**src/rtl/healthcare_pkg.sv**
```systemverilog
// rtl/healthcare_pkg.sv - shared constants, field widths and state encoding for the sensor frame receiver
package healthcare_pkg;

    localparam logic [7:0] HEADER_BYTE_DEFAULT = 8'hA5;

    localparam int BYTE_PRESSURE     = 1;
    localparam int BYTE_BLOOD        = 2;
    localparam int BYTE_FD_SENSOR    = 3;
    localparam int BYTE_FD_FACTORY   = 4;
    localparam int BYTE_BLOOD_SENSOR = 5;
    localparam int BYTE_BASE_TEMP    = 6;
    localparam int BYTE_TEMP         = 7;
    localparam int BYTE_CHECKSUM     = 8;

    localparam int W_PRESSURE     = 6;
    localparam int W_BLOOD_PH     = 4;
    localparam int W_BLOOD_TYPE   = 3;
    localparam int W_FD_SENSOR    = 8;
    localparam int W_FD_FACTORY   = 8;
    localparam int W_BLOOD_SENSOR = 8;
    localparam int W_BASE_TEMP    = 8;
    localparam int W_TEMP_COEF    = 4;
    localparam int W_TEMP_SENSOR  = 4;

    localparam logic [1:0] ERR_NONE     = 2'b00;
    localparam logic [1:0] ERR_CHECKSUM = 2'b01;
    localparam logic [1:0] ERR_TIMEOUT  = 2'b10;

    typedef enum logic [1:0] {
        ST_HUNT    = 2'd0,
        ST_PAYLOAD = 2'd1,
        ST_COMMIT  = 2'd2
    } rx_state_t;

    function automatic logic [7:0] payload_xor(input logic [7:1][7:0] bytes);
        logic [7:0] acc;
        acc = 8'h00;
        for (int i = 1; i <= 7; i++) begin
            acc = acc ^ bytes[i];
        end
        return acc;
    endfunction

endpackage

```
**src/rtl/byte_timeout_timer.sv**
```systemverilog
// rtl/byte_timeout_timer.sv - idle-cycle counter that flags expiry after TIMEOUT_CYCLES-1 quiet cycles
module byte_timeout_timer #(
    parameter int TIMEOUT_CYCLES = 255
) (
    input  logic i_clk,
    input  logic i_rst_n,
    input  logic i_clear,
    input  logic i_enable,
    output logic o_expired
);

    localparam int CW = $clog2(TIMEOUT_CYCLES);

    logic [CW-1:0] r_count;
    logic          w_at_max;

    assign w_at_max  = (r_count == CW'(TIMEOUT_CYCLES - 1));
    assign o_expired = i_enable && w_at_max;

    // Holds at the limit; the owner clears it once it has acted on expiry.
    always_ff @(posedge i_clk or negedge i_rst_n) begin
        if (!i_rst_n) begin
            r_count <= '0;
        end else if (i_clear) begin
            r_count <= '0;
        end else if (i_enable && !w_at_max) begin
            r_count <= r_count + 1'b1;
        end
    end

endmodule

```
**src/rtl/sensor_frame_receiver.sv**
```systemverilog
// rtl/sensor_frame_receiver.sv - frames header/7-byte/XOR sensor stream into parallel fields; SENSOR_RX_STATS_EN adds frame counters
module sensor_frame_receiver
    import healthcare_pkg::*;
#(
    parameter logic [7:0] HEADER_BYTE    = HEADER_BYTE_DEFAULT,
    parameter int         TIMEOUT_CYCLES = 255
) (
    input  logic                      clk,
    input  logic                      rstN,
    input  logic                      inValid,
    input  logic [7:0]                inData,
    output logic                      inReady,
    output logic [W_PRESSURE-1:0]     pressureData,
    output logic [W_BLOOD_PH-1:0]     bloodPH,
    output logic [W_BLOOD_TYPE-1:0]   bloodType,
    output logic [W_FD_SENSOR-1:0]    fdSensorValue,
    output logic [W_FD_FACTORY-1:0]   fdFactoryValue,
    output logic [W_BLOOD_SENSOR-1:0] bloodSensor,
    output logic [W_BASE_TEMP-1:0]    factoryBaseTemp,
    output logic [W_TEMP_COEF-1:0]    factoryTempCoef,
    output logic [W_TEMP_SENSOR-1:0]  tempSensorValue,
`ifdef SENSOR_RX_STATS_EN
    output logic [15:0]               goodFrames,
    output logic [15:0]               badFrames,
`endif
    output logic                      frameValid,
    output logic                      frameError,
    output logic [1:0]                errCode
);

    rx_state_t        r_state;
    logic [3:0]       r_idx;
    logic [8:1][7:0]  r_frame;
    logic             r_in_ready;
    logic             w_xfer;
    logic             w_expired;
    logic             w_sum_ok;

    assign inReady  = r_in_ready;
    assign w_xfer   = inValid && r_in_ready;
    assign w_sum_ok = (payload_xor(r_frame[7:1]) == r_frame[BYTE_CHECKSUM]);

    byte_timeout_timer #(
        .TIMEOUT_CYCLES(TIMEOUT_CYCLES)
    ) u_timer (
        .i_clk    (clk),
        .i_rst_n  (rstN),
        .i_clear  (w_xfer || (r_state != ST_PAYLOAD)),
        .i_enable (r_state == ST_PAYLOAD),
        .o_expired(w_expired)
    );

    always_ff @(posedge clk or negedge rstN) begin
        if (!rstN) begin
            r_state         <= ST_HUNT;
            r_idx           <= '0;
            r_frame         <= '0;
            r_in_ready      <= 1'b1;
            pressureData    <= '0;
            bloodPH         <= '0;
            bloodType       <= '0;
            fdSensorValue   <= '0;
            fdFactoryValue  <= '0;
            bloodSensor     <= '0;
            factoryBaseTemp <= '0;
            factoryTempCoef <= '0;
            tempSensorValue <= '0;
            frameValid      <= 1'b0;
            frameError      <= 1'b0;
            errCode         <= ERR_NONE;
`ifdef SENSOR_RX_STATS_EN
            goodFrames      <= '0;
            badFrames       <= '0;
`endif
        end else begin
            frameValid <= 1'b0;
            frameError <= 1'b0;
            case (r_state)
                ST_HUNT: begin
                    if (w_xfer && (inData == HEADER_BYTE)) begin
                        r_state <= ST_PAYLOAD;
                        r_idx   <= 4'd1;
                    end
                end
                ST_PAYLOAD: begin
                    // A byte arriving on the expiry cycle takes priority over the abort.
                    if (w_xfer) begin
                        r_frame[r_idx] <= inData;
                        if (r_idx == 4'(BYTE_CHECKSUM)) begin
                            r_state    <= ST_COMMIT;
                            r_in_ready <= 1'b0;
                        end else begin
                            r_idx <= r_idx + 4'd1;
                        end
                    end else if (w_expired) begin
                        r_state    <= ST_HUNT;
                        frameError <= 1'b1;
                        errCode    <= ERR_TIMEOUT;
`ifdef SENSOR_RX_STATS_EN
                        if (badFrames != 16'hFFFF) badFrames <= badFrames + 16'd1;
`endif
                    end
                end
                ST_COMMIT: begin
                    r_state    <= ST_HUNT;
                    r_in_ready <= 1'b1;
                    if (w_sum_ok) begin
                        pressureData    <= r_frame[BYTE_PRESSURE][W_PRESSURE-1:0];
                        bloodPH         <= r_frame[BYTE_BLOOD][7:4];
                        bloodType       <= r_frame[BYTE_BLOOD][2:0];
                        fdSensorValue   <= r_frame[BYTE_FD_SENSOR];
                        fdFactoryValue  <= r_frame[BYTE_FD_FACTORY];
                        bloodSensor     <= r_frame[BYTE_BLOOD_SENSOR];
                        factoryBaseTemp <= r_frame[BYTE_BASE_TEMP];
                        factoryTempCoef <= r_frame[BYTE_TEMP][7:4];
                        tempSensorValue <= r_frame[BYTE_TEMP][3:0];
                        frameValid      <= 1'b1;
`ifdef SENSOR_RX_STATS_EN
                        if (goodFrames != 16'hFFFF) goodFrames <= goodFrames + 16'd1;
`endif
                    end else begin
                        frameError <= 1'b1;
                        errCode    <= ERR_CHECKSUM;
`ifdef SENSOR_RX_STATS_EN
                        if (badFrames != 16'hFFFF) badFrames <= badFrames + 16'd1;
`endif
                    end
                end
                default: begin
                    r_state    <= ST_HUNT;
                    r_in_ready <= 1'b1;
                end
            endcase
        end
    end

endmodule

```
**config.mk**
```make
export PLATFORM = sky130hd
export DESIGN_NAME = sensor_frame_receiver
export DESIGN_NICKNAME = d
export VERILOG_FILES = /design/src/rtl/healthcare_pkg.sv /design/src/rtl/byte_timeout_timer.sv /design/src/rtl/sensor_frame_receiver.sv
export SDC_FILE = /design/constraint.sdc
export NUM_CORES = 1
export LEC_CHECK = 0
export ABC_AREA = 1
export CORE_MARGIN = 2
export CORE_UTILIZATION = 45
export CTS_BUF_LIST = sky130_fd_sc_hd__clkbuf_4 sky130_fd_sc_hd__clkbuf_8
export DETAILED_ROUTE_END_ITERATION = 10
export GPL_ROUTABILITY_DRIVEN = 0
export PLACE_DENSITY_LB_ADDON = 0.05
export SLEW_MARGIN = 15
export SYNTH_ARGS = -nofsm -noshare
export SYNTH_HDL_FRONTEND = slang
export SYNTH_HIERARCHICAL = 1
export SYNTH_SLANG_ARGS = --single-unit
```
**constraint.sdc**
```tcl
create_clock -name clk -period 4.7 [get_ports clk]
set_clock_uncertainty 0.05 [all_clocks]
set_input_delay 1.175 -clock clk [delete_from_list [all_inputs] [get_ports clk]]
set_output_delay 1.175 -clock clk [all_outputs]
set_load 0.02 [all_outputs]
```
# Word level (Yosys, flattened, before mapping)
# Cells that the tools add are included.
classes:
  add_sub_neg: 2
  n_bitwise: 7
  magnitude_cmp: 2
  n_mux: 27
  eq_ne: 16
  n_reduce_logical: 17
op_table:
  columns: ["cell", "n"]
  rows:
  - ["bitwise mux 64 bit", 1]
  - ["XOR 8 bit", 6]
  - ["demux 8 bit (select 4 bit)", 1]
  - ["2-to-1 mux 8 bit", 3]
  - ["equality test 8 bit, second input constant", 2]
  - ["2-to-1 mux 2 bit", 7]
  - ["!= test 2 bit, second input constant", 7]
  - ["2-to-1 mux 4 bit", 3]
  - ["adder 8 x 1 -> 8 bit, second input constant", 1]
  - ["equality test 8 bit", 1]
  - ["one-hot mux 2 bit (2 select lines)", 2]
  - ["one-hot mux 4 bit (2 select lines)", 1]
  - ["AND reduction 4 bit", 2]
  - ["2-to-1 mux 1 bit", 7]
  - ["!= test 3 bit, second input constant", 2]
  - ["AND reduction 3 bit", 2]
  - ["nonzero test 2 bit", 3]
  - ["logical AND 1 bit", 5]
  - ["less-than comparator 4 x 5 -> 1 bit, second input constant", 1]
  - ["adder 4 x 1 -> 4 bit, second input constant", 1]
  - ["equality test 4 bit, second input constant", 1]
  - ["greater-or-equal comparator 4 x 1 -> 1 bit, second input constant", 1]
  - ["one-hot mux 1 bit (2 select lines)", 2]
  - ["AND reduction 2 bit", 2]
  - ["7 further kinds", 7]
totals:
  elab_cells: 95
  register_bits: 136
  output_inout_bits: 58
  input_bits: 11

# Longest topological paths before layout
# Gate-level depths: netlist of the first run.
logic_depth:
  depth_word: 9
  ltp_mapped: 17
  ltp_nobuf: 16

# Cells and area by module
# Netlist of the first run, hierarchy kept.
modules_own_cells:
  columns: ["module", "cells_per_inst", "seq_area_each_um2", "n_inst", "area_each_um2"]
  rows:
  - ["sensor_frame_receiver", 702, 3204.3, 1, 5824.3]
  - ["byte_timeout_timer", 72, 200.2, 1, 534.3]

# Worst setup path before layout of the first run
# Ideal clock, no wire load.
synth_timing:
  path_type: "input to register"
  startpoint: "input port inValid"
  endpoint: "register r_frame[0] in the netlist's numbering"
  path_stages: 6
  path_slack_ps: 2381
  arrival_ps: 2138
  n_path_buf: 1
  setup_ps: 131
  path_cell_list: "nand2_1 nor2_1 inv_2 nor2_1 clkbuf_1 o21ai_0"
synth_via:
  elab_chain_cells: 2
synth_rtl:
  columns: ["item", "line_no", "source"]
  rows:
  - ["start: declaration", "sensor_frame_receiver.sv:10", "input logic inValid,"]
  - ["logical AND 1 bit", "sensor_frame_receiver.sv:40", "assign w_xfer = inValid && r_in_ready;"]
  - ["AND reduction 2 bit (no line)", null, null]
  - ["end signal: indexed assignment", "sensor_frame_receiver.sv:88", "r_frame[r_idx] <= inData;"]
  - ["end: declaration", "sensor_frame_receiver.sv:33", "logic [8:1][7:0] r_frame;"]
# No other way between the ends.
# A chain may end at the register's enable or synchronous reset.

# Worst setup path after layout of the first run
layout_timing:
  startpoint: "register r_frame[13] in the netlist's numbering"
  endpoint: "register factoryBaseTemp[6]"
layout_via:
  elab_chain_cells: 8
layout_rtl:
  columns: ["item", "line_no", "source"]
  rows:
  - ["XOR 8 bit (6 in series)", "healthcare_pkg.sv:39", "acc = acc ^ bytes[i];"]
  - ["equality test 8 bit", "sensor_frame_receiver.sv:41", "assign w_sum_ok = (payload_xor(r_frame[7:1]) == r_frame[BYTE_CHECKSUM]);"]
  - ["AND reduction 2 bit (no line)", null, null]
  - ["end signal: assignment", "sensor_frame_receiver.sv:114", "factoryBaseTemp <= r_frame[BYTE_BASE_TEMP];"]
  - ["end: declaration", "sensor_frame_receiver.sv:19", "output logic [W_BASE_TEMP-1:0] factoryBaseTemp,"]
# No other way between the ends.

==> impl_metrics.csv, run 1 <==
group,metric,value,unit
status,run_status,"complete, no violations",
pwr,leakagePower,3.71,nW
pwr,pwr-share-clk,0.212,
global_routing,gr-max-usage-layer,"met2",
yosys,synth_area_per_cell,8.22,sq um
cts,cts-buffers-inserted,17,
yosys,ys_top_cells_by_area,"sky130_fd_sc_hd__dfrtp_1 53%, sky130_fd_sc_hd__nand2_1 16%, sky130_fd_sc_hd__o21ai_0 6.5%",
yosys,synthesis.area,6360,sq um
setup_path,worst_setup_ep,"factoryBaseTemp[6]",
yosys,synth_edf_count,0,
global_routing,grt_pass1_wl,23100,microns
sta,post_route_fraction_of_the_period_consumed_by_the_critical_path,0.621,
global_routing,gr-usage-met2,0.341,
detailed_routing,ant_nets_after_route,0,
floorplanning,vert_die_dim,123,microns
final_layout,antenna_cells_inserted,0,
yosys,netlist_instances,774,
final_layout,nNetsFinal,859,
cts,bufs_on_longest_clock_path,2,
sta,fmax,342,MHz
global_routing,first_global_vias,4949,
final_layout,layout_common_cells,"265 x sky130_fd_sc_hd__nand2_1, 135 x sky130_fd_sc_hd__dfrtp_1, 90 x sky130_fd_sc_hd__inv_1",
pwr,ir_worst_vdd,358,uV
yosys,synth_seq_area_share,0.535,
pwr,power.switching_fraction,0.396,
pwr,internal-power,2.98,mW
cts,ctsRootBufferMaster,"sky130_fd_sc_hd__clkbuf_8",
sta,count_of_final_setup_violators,0,
detailed_routing,routed_via_density,4.85,
yosys,synth.top_cell.area_share,0.531,
cts,clock_sinks,136,
floorplanning,start_util,0.460,
yosys,postSynth.asyncResetShare,1.00,
cts,cts.clk_slew.worst_paths,0.07,ns
yosys,yosys_register_bits,136,
cts,cts_hold_repair.buffers,0,
sta,worstMarginPinSlew,1.13,ns
pwr,power_density,648,nW/um^2
detailed_routing,drt-total-wl,13700,microns
final_layout,layout-area-overhead-vs-synth,19.5,%
global_routing,use_met1,0.245,
setup_path,worst-r2r-cell-count,8,
sta,final_period_minus_worst_setup_slack,2.92,ns
yosys,synthesis.nets,794,
global_routing,antenna_violations_before_repair,0,
setup_path,timing.rr.start,"r_frame[13]",
sta,timing.setup.tns,0,ns
cts,cts-resized-gates,0,
global_routing,globalRouteMet3Util,0.0558,
floorplanning,die_w,123,microns
setup_path,worstPathMaxFanout,109,
yosys,synth.lib_cells_used.distinct,32,
placement,dp.final_hpwl,9650,microns
setup_path,timing.critical_path.from_type,"flop",
placement,numPortBuffers,68,
yosys,synth-main-ff-cell,"sky130_fd_sc_hd__dfrtp_1",
detailed_routing,initialDrtViolationCount,337,
min_path,timing.hold.worst.class,"reg2reg",
cts,cts_tree,"done",
detailed_routing,drt_pass1_iterations,6,
pwr,totalPowerFinal,4.92,mW
final_layout,drive_above_1_share,0.0822,
setup_path,required_time_at_the_endpoint_of_the_critical_path,4.97,ns
setup_path,worst_r2r_endpoint,"factoryBaseTemp[6]",
floorplanning,core_region_area,13800,sq um
pwr,power_switching,1.95,mW
pwr,pwr-share-seq,0.373,
cts,clock_tree.htree_level_count,4,
cts,clk-insertion-delay-late,0.44,ns
detailed_routing,drc,0,
setup_path,criticalPathCategory,"reg2reg",
setup_path,regToRegSetupSlack,1.78,ns
global_routing,globalRouteOverflowTotal,0,
setup_path,setup.worst_path.end_class,"flop",
floorplanning,ioPinCount,69,
floorplanning,placement_rows,43,
floorplanning,die-area,15100,sq um
yosys,synth_warnings,6,
setup_path,cp_data_arrival_time,3.19,ns
sta,hold_viol,0,
detailed_routing,dr_total_vias,5006,
final_layout,layout.cells.most_common,"sky130_fd_sc_hd__nand2_1",
detailed_routing,post_drt_wl_per_cell,13.2,microns
sta,slew-limit-headroom,0.245,
global_routing,grt_use_total,0.200,
sta,rsz0062_at_grt,"no",
global_routing,grt_max_degree,122,
pwr,combinational_cell_fraction_of_total_power,0.416,
cts,postcts_setup_bufs,0,
flow_run,drv.max_cap_violation_count,0,
setup_path,setup.worst_path.start,"r_frame[13]",
sta,timing_max_transition_violations_final,0,
yosys,synthDominantAreaCellType,"sky130_fd_sc_hd__dfrtp_1",
worst min-delay path by stage:
stage                         end  slack, ns  depth (start not counted)               start
3_5_place_dp   factoryBaseTemp[5]       0.42                          2  factoryBaseTemp[5]
2_1_floorplan         r_frame[56]       0.42                          2         r_frame[56]
3_3_place_gp   factoryBaseTemp[5]       0.41                          2  factoryBaseTemp[5]
6_report       factoryBaseTemp[5]       0.44                          2  factoryBaseTemp[5]
5_1_grt         fdFactoryValue[1]       0.46                          2   fdFactoryValue[1]
4_1_cts        factoryBaseTemp[5]       0.44                          2  factoryBaseTemp[5]
registers in the layout, indices dropped and copies added (netlist names), 3 cells and up:
signal,count
r_frame,64
bloodSensor,8
factoryBaseTemp,8
fdFactoryValue,8
fdSensorValue,8
u_timer/r_count,8
pressureData,6
bloodPH,4
factoryTempCoef,4
r_idx,4
tempSensorValue,4
bloodType,3
critical path, stage by stage (launching register included):
cell and delay [ns]:
sky130_fd_sc_hd__dfrtp_1 0.39, sky130_fd_sc_hd__xnor2_1 0.23, sky130_fd_sc_hd__xor2_1 0.28, sky130_fd_sc_hd__nand3_1 0.10
sky130_fd_sc_hd__nand2_1 0.10, sky130_fd_sc_hd__nand2_1 0.07, sky130_fd_sc_hd__nor2_2 0.20, sky130_fd_sc_hd__nand3_4 0.86
sky130_fd_sc_hd__o21ai_0 0.48
cells by family (layout without fill, tap and decap cells):
group | count (synthesis) | count (layout) | synth area share
adders and majority gates | 9 | 9 | 0.0177
buffers and inverters | 129 | 207 | 0.0813
AOI/OAI and AO/OA | 133 | 133 | 0.108
DFF | 136 | 136 | 0.535
xor gates and xnor gates | 13 | 13 | 0.0179
and+or+nand+nor | 354 | 354 | 0.239
final cells by class:
type,count,area [sq um]
Clock inverter,7,114
Fill cell,1293,6230
Sequential cell,136,3400
Timing Repair Buffer,69,692
Multi-Input combinational cell,509,2440
Inverter,106,403
Clock buffer,25,325
Tap cell,180,225
per-layer routing:
layer	part of all wire	routed length, microns
met1	0.44	6040
met2	0.51	6900
met3	0.041	556
met5	0	0
met4	0.012	158
cells in the mapped netlist, types with 2 or more instances:
| cell type | number |
|---|---|
| sky130_fd_sc_hd__nand4_1 | 5 |
| sky130_fd_sc_hd__nor4_4 | 3 |
| sky130_fd_sc_hd__nand2_4 | 3 |
| sky130_fd_sc_hd__o21ai_0 | 82 |
| sky130_fd_sc_hd__o21ai_1 | 42 |
| sky130_fd_sc_hd__inv_2 | 15 |
| sky130_fd_sc_hd__nand3b_1 | 2 |
| sky130_fd_sc_hd__buf_6 | 2 |
| sky130_fd_sc_hd__a21oi_1 | 2 |
| sky130_fd_sc_hd__xnor2_1 | 6 |
| sky130_fd_sc_hd__ha_1 | 9 |
| sky130_fd_sc_hd__inv_1 | 90 |
| sky130_fd_sc_hd__nand3_1 | 42 |
| sky130_fd_sc_hd__xor2_1 | 7 |
| sky130_fd_sc_hd__nor2_1 | 24 |
| sky130_fd_sc_hd__nor2_2 | 3 |
| sky130_fd_sc_hd__nand2_2 | 2 |
| sky130_fd_sc_hd__dfrtp_1 | 135 |
| sky130_fd_sc_hd__buf_2 | 9 |
| sky130_fd_sc_hd__nand2_1 | 265 |
| sky130_fd_sc_hd__clkbuf_1 | 11 |
| sky130_fd_sc_hd__o21ai_2 | 5 |
per-stage QoR:
step | util | hold WS, ns | area [sq um] | setup WS (ns) | cells
detailed placement | 0.518 | 0.422 | 7160 | 1.41 | 1000
floorplan | - | 0.422 | 6360 | 2.38 | 774
CTS | 0.550 | 0.441 | 7600 | 1.71 | 1032
global placement | 0.518 | 0.414 | 7160 | 1.55 | 1000
finish | 0.550 | 0.436 | 7600 | 1.78 | 1032
global route | 0.550 | 0.463 | 7600 | 1.41 | 1032
power by group through the flow:
stage | clock (mW) | combinational (mW) | sequential (mW)
after global routing | 1.13 | 2.35 | 1.89
after global placement | 0 | 2.02 | 1.84
after detailed placement | 0 | 2.06 | 1.86
after CTS | 1.08 | 2.07 | 1.84
final | 1.04 | 2.05 | 1.83
after floorplan | 0 | 1.26 | 1.98
No activity file was read; power rests on OpenSTA's default activity.
==> inputs of run 2 (changes only) <==
- clock period: 4.7 -> 2.95 ns (I/O delays scaled with it)
==> run 2 against run 1 <==
Net effect:
- global-route usage grew 0.53 points
- total power is 56% higher
- routed wire length grew 5.1%
- cell count up 1.6%
- register-to-register slack lost 1.0 ns
- worst hold slack got worse by 0.22 ns
- via count rose by 1.9%
- sequential cell count is the same
- final area is 1.2% higher
- count of clock-buffer cells in the layout grew 1
- critical endpoint is now inReady
- highest routed layer unchanged
==> impl_metrics.csv, run 2 (synthesis results as in run 1) <==
group,metric,value,unit
pwr,pwr-share-seq,0.383,
global_routing,antenna_violations_before_repair,0,
final_layout,layout.cells.most_common,"sky130_fd_sc_hd__nand2_1",
placement,dp.final_hpwl,10500,microns
setup_path,crit_path_top_delay_cell,"sky130_fd_sc_hd__clkdlybuf4s50_1",
floorplanning,placement_rows,43,
cts,cts_tree,"done",
final_layout,layout-area-overhead-vs-synth,21.0,%
setup_path,criticalPathCategory,"reg2out",
final_layout,finalInstanceArea,7690,sq um
pwr,combinational_cell_fraction_of_total_power,0.427,
cts,cts.clk_slew.worst_paths,0.07,ns
final_layout,antenna_cells_inserted,0,
sta,timing.setup.tns,0,ns
sta,timing_max_transition_violations_final,0,
placement,numPortBuffers,68,
cts,bufs_on_longest_clock_path,2,
status,run_status,"complete, no violations",
sta,rsz0062_at_grt,"no",
detailed_routing,dr_total_vias,5101,
floorplanning,core_region_area,13800,sq um
setup_path,cp_data_arrival_time,1.58,ns
detailed_routing,routed_via_density,4.86,
setup_path,setup.worst_path.end_class,"output pin",
global_routing,grt_pass1_wl,23500,microns
detailed_routing,post_drt_wl_per_cell,13.7,microns
setup_path,crit_chain,"clkdlybuf4s50_1",
setup_path,max_stage_delay,0.60,ns
floorplanning,die-area,15100,sq um
global_routing,first_global_vias,4892,
floorplanning,vert_die_dim,123,microns
detailed_routing,ant_nets_after_route,0,
cts,cts-resized-gates,0,
final_layout,drive_above_1_share,0.100,
detailed_routing,drc,0,
min_path,timing.hold.worst.class,"in2async",
final_layout,largest_register_ff_count,64,
cts,cts_hold_repair.buffers,0,
sta,worstMarginPinSlew,0.585,ns
pwr,ir_worst_vdd,395,uV
cts,clk-insertion-delay-late,0.45,ns
final_layout,regMostFlops,"r_frame",
flow_run,drv.max_cap_violation_count,0,
final_layout,nNetsFinal,879,
setup_path,worstPathMaxFanout,3,
final_layout,layout_common_cells,"265 x sky130_fd_sc_hd__nand2_1, 135 x sky130_fd_sc_hd__dfrtp_1, 90 x sky130_fd_sc_hd__inv_1",
cts,cts-buffers-inserted,17,
setup_path,critical_path_buffers_and_inverters,1,
pwr,leakagePower,3.78,nW
cts,clock_sinks,136,
pwr,power_density,1000,nW/um^2
sta,count_of_final_setup_violators,0,
global_routing,grt_use_total,0.206,
detailed_routing,drt-total-wl,14300,microns
detailed_routing,initialDrtViolationCount,241,
global_routing,globalRouteOverflowTotal,0,
pwr,internal-power,4.59,mW
placement,postPlaceCellArea,7320,sq um
pwr,pwr-share-clk,0.190,
setup_path,timing.critical_path.from_type,"flop",
cts,postcts_setup_bufs,0,
sta,final_period_minus_worst_setup_slack,2.37,ns
pwr,power.switching_fraction,0.403,
pwr,power_switching,3.10,mW
floorplanning,die_w,123,microns
setup_path,required_time_at_the_endpoint_of_the_critical_path,2.16,ns
floorplanning,start_util,0.460,
detailed_routing,drt_pass1_iterations,4,
sta,post_route_fraction_of_the_period_consumed_by_the_critical_path,0.803,
sta,fmax,422,MHz
floorplanning,ioPinCount,69,
sta,slew-limit-headroom,0.610,
global_routing,grt_max_degree,62,
cts,clock_tree.htree_level_count,4,
sta,hold_viol,0,
cts,ctsRootBufferMaster,"sky130_fd_sc_hd__clkbuf_8",
setup_path,timing.critical_path.max_delay_family,"buffers and inverters",
run 2: path summary, 6_finish.rpt:
| kind | slack (ns) | to | from | cells past startpoint |
|---|---|---|---|---|
| max | 0.58 | inReady | inReady | 1 |
| min | 0.22 | bloodPH[2] | rstN | 1 |
| max reg2reg | 0.74 | fdFactoryValue[6] | r_frame[13] | 10 |
| min reg2reg | 0.43 | fdFactoryValue[0] | fdFactoryValue[0] | 2 |
| max in group asynchronous | 1.95 | r_frame[42] | rstN | 2 |
| min in group clk | 0.43 | fdFactoryValue[0] | fdFactoryValue[0] | 2 |
run 2: metrics by stage:
stage	hold WS (ns)	power [mW]	util	setup WS (ns)	std cells
after CTS	0.235	7.78	0.557	0.548	1049
final	0.220	7.69	0.557	0.582	1049
after global placement	0.418	6.20	0.530	0.466	1020
after floorplan	0.392	5.16	-	0.983	774
after detailed placement	0.419	6.29	0.530	0.447	1020
after global routing	0.255	8.37	0.557	0.530	1049
run 2: cell type report:
| type | count | area [sq um] |
|---|---|---|
| clock buffers | 26 | 333 |
| clock inverters | 3 | 40.0 |
| fillers | 1248 | 6130 |
| inverters | 106 | 403 |
| multi-input cells | 509 | 2440 |
| flip-flops and latches | 136 | 3400 |
| well taps | 180 | 225 |
| repair buffers | 89 | 852 |
run 2: layer usage:
layer | global-route usage | routed length [microns] | part of all wire | vias to the layer above
li1 | - | - | - | 2606
met1 | 0.248 | 6250 | 0.44 | 2396
met2 | 0.357 | 7340 | 0.51 | 78
met3 | 0.0451 | 485 | 0.034 | 21
met4 | 0.0797 | 269 | 0.019 | 0
met5 | 0 | 0 | 0 | -
run 2: power by group through the flow:
stage / combinational [mW] / clock [mW] / sequential [mW]
finish: 3.29 / 1.46 / 2.94
detailed placement: 3.32 / 0 / 2.98
floorplan: 2.00 / 0 / 3.16
global route: 3.76 / 1.58 / 3.03
global placement: 3.24 / 0 / 2.95
CTS: 3.34 / 1.50 / 2.95
